==> src/rtl/fb_pixel_writer.sv <==
// Pixel-stream sink: small FIFO, off-screen clipping, (x,y) -> linear address, framebuffer write port.
// Optional clip counter output enabled by defining FB_CLIP_COUNT_EN.
module fb_pixel_writer #(
  parameter int FB_W   = 160,
  parameter int FB_H   = 120,
  parameter int ADDR_W = 15,
  parameter int DEPTH  = 4
) (
  input  logic              clk,
  input  logic              reset,
  input  logic [7:0]        CounterX,
  input  logic [7:0]        CounterY,
  input  logic [11:0]       color,
  input  logic              pix_valid,
  output logic              pix_ready,
  input  logic              fb_busy,
  output logic [ADDR_W-1:0] fb_addr,
  output logic [11:0]       fb_data,
`ifdef FB_CLIP_COUNT_EN
  output logic [15:0]       clip_count,
`endif
  output logic              fb_we
);

  localparam int PTR_W = (DEPTH > 1) ? $clog2(DEPTH) : 1;
  localparam int CNT_W = $clog2(DEPTH + 1);
  localparam int ENT_W = 28;
  localparam logic [CNT_W-1:0] FULL_CNT = CNT_W'(DEPTH);

  localparam logic [0:0] ST_IDLE  = 1'b0;
  localparam logic [0:0] ST_WRITE = 1'b1;

  logic [ENT_W-1:0]  r_mem [DEPTH];
  logic [PTR_W-1:0]  r_wr_ptr;
  logic [PTR_W-1:0]  r_rd_ptr;
  logic [CNT_W-1:0]  r_count;
  logic [0:0]        r_state;
  logic [ADDR_W-1:0] r_addr;
  logic [11:0]       r_data;

  logic              w_ready;
  logic              w_in_range;
  logic              w_accept;
  logic              w_push;
  logic              w_pop;
  logic [ENT_W-1:0]  w_head;
  logic [7:0]        w_head_x;
  logic [7:0]        w_head_y;
  logic [11:0]       w_head_color;
  logic [ADDR_W-1:0] w_addr;

  // Ready depends only on occupancy so upstream never sees a valid->ready loop.
  assign w_ready    = (r_count != FULL_CNT);
  assign w_in_range = ({1'b0, CounterX} < 9'(FB_W)) && ({1'b0, CounterY} < 9'(FB_H));
  assign w_accept   = pix_valid & w_ready;
  assign w_push     = w_accept & w_in_range;
  assign w_pop      = (r_count != '0) & ~fb_busy;

  assign w_head       = r_mem[r_rd_ptr];
  assign w_head_x     = w_head[27:20];
  assign w_head_y     = w_head[19:12];
  assign w_head_color = w_head[11:0];
  assign w_addr       = ADDR_W'(w_head_y) * ADDR_W'(FB_W) + ADDR_W'(w_head_x);

  always_ff @(posedge clk) begin
    if (w_push) begin
      r_mem[r_wr_ptr] <= {CounterX, CounterY, color};
    end
  end

  always_ff @(posedge clk or posedge reset) begin
    if (reset) begin
      r_wr_ptr <= '0;
      r_rd_ptr <= '0;
      r_count  <= '0;
    end else begin
      if (w_push) begin
        r_wr_ptr <= r_wr_ptr + PTR_W'(1);
      end
      if (w_pop) begin
        r_rd_ptr <= r_rd_ptr + PTR_W'(1);
      end
      case ({w_push, w_pop})
        2'b10:   r_count <= r_count + CNT_W'(1);
        2'b01:   r_count <= r_count - CNT_W'(1);
        default: r_count <= r_count;
      endcase
    end
  end

  // Output stage: address/data only move on a pop, so they hold while idle.
  always_ff @(posedge clk or posedge reset) begin
    if (reset) begin
      r_state <= ST_IDLE;
      r_addr  <= '0;
      r_data  <= '0;
    end else begin
      r_state <= w_pop ? ST_WRITE : ST_IDLE;
      if (w_pop) begin
        r_addr <= w_addr;
        r_data <= w_head_color;
      end
    end
  end

`ifdef FB_CLIP_COUNT_EN
  logic [15:0] r_clip_count;

  always_ff @(posedge clk or posedge reset) begin
    if (reset) begin
      r_clip_count <= '0;
    end else if (w_accept && !w_in_range && (r_clip_count != 16'hFFFF)) begin
      r_clip_count <= r_clip_count + 16'd1;
    end
  end

  assign clip_count = r_clip_count;
`endif

  assign pix_ready = w_ready;
  assign fb_we     = (r_state == ST_WRITE);
  assign fb_addr   = r_addr;
  assign fb_data   = r_data;

endmodule

==> config.mk <==
export PLATFORM = sky130hd
export DESIGN_NAME = fb_pixel_writer
export DESIGN_NICKNAME = d
export VERILOG_FILES = /design/src/rtl/fb_pixel_writer.sv
export SDC_FILE = /design/constraint.sdc
export NUM_CORES = 1
export LEC_CHECK = 0
export ABC_AREA = 1
export CORE_UTILIZATION = 45
export DETAILED_ROUTE_END_ITERATION = 10
export GPL_ROUTABILITY_DRIVEN = 1
export PLACE_DENSITY = 0.67
export SLEW_MARGIN = 0
export SYNTH_ARGS = -nofsm -noshare
export SYNTH_HDL_FRONTEND = slang
export SYNTH_SLANG_ARGS = --single-unit
==> constraint.sdc <==
create_clock -name clk -period 2.79 [get_ports clk]
set_input_delay 0.558 -clock clk [delete_from_list [all_inputs] [get_ports clk]]
set_output_delay 0.558 -clock clk [all_outputs]
set_load 0.02 [all_outputs]
==> qor.yml <==
grt_pass1_vias: 4405
routed_wl_um: 13100
path_cells: "buf_6 > o21ai_2 > o22ai_2 > ha_1 > ha_2 > fa_1 > nand2_1 > nor2_1 > nand2_1 > a21oi_2 > nand3_2 > nor2_2 > nand2_1 > nand3_1 > nand2_1"
switching_share_pct: 39.9
hp-start: "fb_addr[5]"
nFillCells: 1071
power_leakage_nw: 3.05
grt_use_total_pct: 19.6
synth_cell_types: 33
final_area_um2: 7990
ant_nets: 0
cp_max_fo: 5
io_pins: 61
combPwrFrac_pct: 50.9
cp.required_ns: 3.10
critPathMaxStageDelay_ns: 0.53
path_delay_family: "adder cells"
timing.rr.end: "fb_addr[14]"
finalCritPeriodShare_pct: 99.9
syn_avg_cell_area_um2: 11.6
fmax_mhz: 359
clk_latency_ns: 0.42
crit_arrival_ns: 3.09
period_needed_ns: 2.79
antenna_cells: 0
drive_gt1_share_pct: 16.5
synth_warnings: 0
seqPwrFrac_pct: 28.0
root_buffer: "clkbuf_16"
clk_pin_slew_ns: 0.06
place_area_um2: 7230
final_cell_mix: "edfxtp_1, nor2_1, nand2_1, clkdlybuf4s50_1, o21ai_0"
dp_hpwl_um: 8470
antenna_found_initial: 0
ir_worst_vdd_mv: 0.488
synth-seq-cells: 147
final_util_pct: 59.7
dpl.cell_count: 781
numCtsBuffers: 17
path_class: "flop to flop"
syn_nets: 594
pwr-share-clk_pct: 21.0
portBuffers: 60
relSlewSlack_pct: 67.5
drt_iter0_drc: 282
fin_nets: 684
hold_path_class: "flop to flop"
r2r_cells: 15
outcome: "completed"
die-area_um2: 14400
start_util_pct: 46.7
finalPower_w: 0.0105
r2r_slack_ns: 0.002
drt_first_pass_iters: 5
final_common_cell: "edfxtp_1"
cell_internal_pwr_w: 0.00633
crit_buf_inv: 1
grt_max_degree: 40
hold_viol: 0
htree_num_levels: 4
max_cap_viol_count: 0
gp_congestion: 0.825
power_density_nw_per_um2: 1320
r2r_start: "r_rd_ptr[0]"
hold_path_depth: 2
synthToLayoutAreaGrowth_pct: 27.8
path_common_cell: "nand2_1"
cts_tree: "built"
netlist_instances: 539
wl_per_cell_um: 16.1
start_kind: "flop"
finalSetupViolations: 0
rsz0062_at_grt: "true"
maxSlewViolCount: 0
dr_total_vias: 4251
cts_buffer_depth: 2
finalNonFillerCells: 818
min_to: "fb_addr[5]"
clock_skew_ns: 0.0179
fp.coreArea_um2: 13400
end_kind: "flop"
die_x_um: 120
worst_hold_slack_ns: 0.484
viasPerCell: 5.20
std_cell_rows: 42
switching_power_w: 0.00421
die_y_um: 120
drc: 0
syn_area_um2: 6250
clkSinkCount: 147
grt_pass1_wl_um: 21200
grt.overflow.total: 0
synth_seq_area_share_pct: 67.8
worst_pin_slew_ns: 0.487
critPathSlowestCell: "fa_1"
==> sequential cells by signal, indices dropped and copies added, names as in the netlist <==
register	count
r_mem	112
fb_addr	15
fb_data	12
r_count	3
r_rd_ptr	2
r_wr_ptr	2
fb_we	1
==> how the worst max path moves through the flow <==
| stage | startpoint | to | slack [ns] | cells past startpoint |
|---|---|---|---|---|
| floorplan | r_rd_ptr[0] | fb_addr[14] | 0.007 | 17 |
| global placement | r_rd_ptr[0] | fb_addr[14] | 0.07 | 15 |
| detailed placement | r_rd_ptr[0] | fb_addr[13] | -0.01 | 16 |
| CTS | r_rd_ptr[0] | fb_addr[14] | -0.002 | 15 |
| global route | r_rd_ptr[0] | fb_addr[14] | -0.14 | 15 |
| finish | r_rd_ptr[0] | fb_addr[14] | 0.002 | 15 |
==> power groups by stage <==
stage	clock, W	sequential (W)	combinational [W]
floorplan	0	0.00318	0.00318
finish	0.00222	0.00295	0.00537
detailed placement	0	0.00297	0.00486
CTS	0.00225	0.00294	0.00491
global route	0.00233	0.00299	0.00599
global placement	0	0.00296	0.00474
==> metal layers <==
| metal | vias to the layer above | part of all wire, % | global-route usage [%] |
|---|---|---|---|
| met4 | 0 | 3.1 | 12.0 |
| met1 | 2047 | 40 | 21.7 |
| met5 | - | 0 | 0 |
| met3 | 28 | 4.0 | 4.37 |
| li1 | 2060 | - | - |
| met2 | 116 | 53 | 34.4 |
==> cell type report <==
class	instances	area (um2)	share of cell area (%)
inverter	31	126	1.58
clock inverter	14	151	1.89
clock buffer	18	429	5.37
multi-input combinational	337	1920	24.0
tap	176	220	2.75
timing repair buffer	95	908	11.4
sequential	147	4240	53.1
==> synthesized netlist by cell type <==
cell	count	area (um2)
a21oi_4	1	16.3
nor2_2	1	6.26
fa_1	3	60.1
o211ai_2	1	12.5
nand4_1	6	37.5
a21oi_2	1	8.76
inv_2	2	7.51
ha_1	20	250
inv_1	29	109
buf_6	1	11.3
o21ai_1	2	10.0
nor2_1	116	435
xor2_1	4	35.0
o21ai_0	56	280
a21oi_1	8	40.0
edfxtp_1	112	3360
dfrtp_1	35	876
xnor2_1	3	26.3
nand3_2	1	10.0
o31ai_1	2	15.0
nand3_1	14	70.1
nand2_2	3	18.8
a32oi_1	2	17.5
buf_4	5	37.5
a31oi_1	17	106
buf_1	1	3.75
o22ai_1	8	50.1
o21a_1	2	15.0
nor3_1	1	5.00
nand2_1	64	240
clkbuf_1	10	37.5
o21bai_1	1	7.51
buf_2	7	35.0
==> what timing repair did <==
| item | in CTS | in global routing |
|---|---|---|
| pin swaps | 0 | 13 |
| hold buffers | 0 | 0 |
| endpoints found under the setup margin | 1 | 5 |
| buffers inserted | 0 | 4 |
| gates cloned | 0 | 1 |
| gates resized for setup | 1 | 45 |
==> tightest hold or removal path: cells and delay by family, from the launching register on <==
| family | cells | cell delay (ns) |
|---|---|---|
| DFF | 1 | 0.35 |
| and+or+nand+nor | 2 | 0.11 |
==> metrics by stage <==
| stage | worst slack (ns) | TNS (ns) |
|---|---|---|
| 6_report | 0.00198 | 0 |
| 5_1_grt | -0.144 | -0.148 |
| 4_1_cts | -0.00190 | -0.00190 |
| 3_5_place_dp | -0.00969 | -0.00969 |
| 3_3_place_gp | 0.0661 | 0 |
| 2_1_floorplan | 0.00650 | 0 |
==> cells by family (layout without fill, tap and decap cells) <==
family	after synthesis	after routing	share of synthesized area [%]
AO/OA/AOI/OAI	101	101	9.26
XOR/XNOR	7	7	0.980
adder cells (fa/ha/maj)	23	23	4.96
buffers and inverters	55	158	3.86
flip-flops	147	147	67.8
AND/OR/NAND/NOR	206	206	13.2
(Power assumes the default switching activity.)
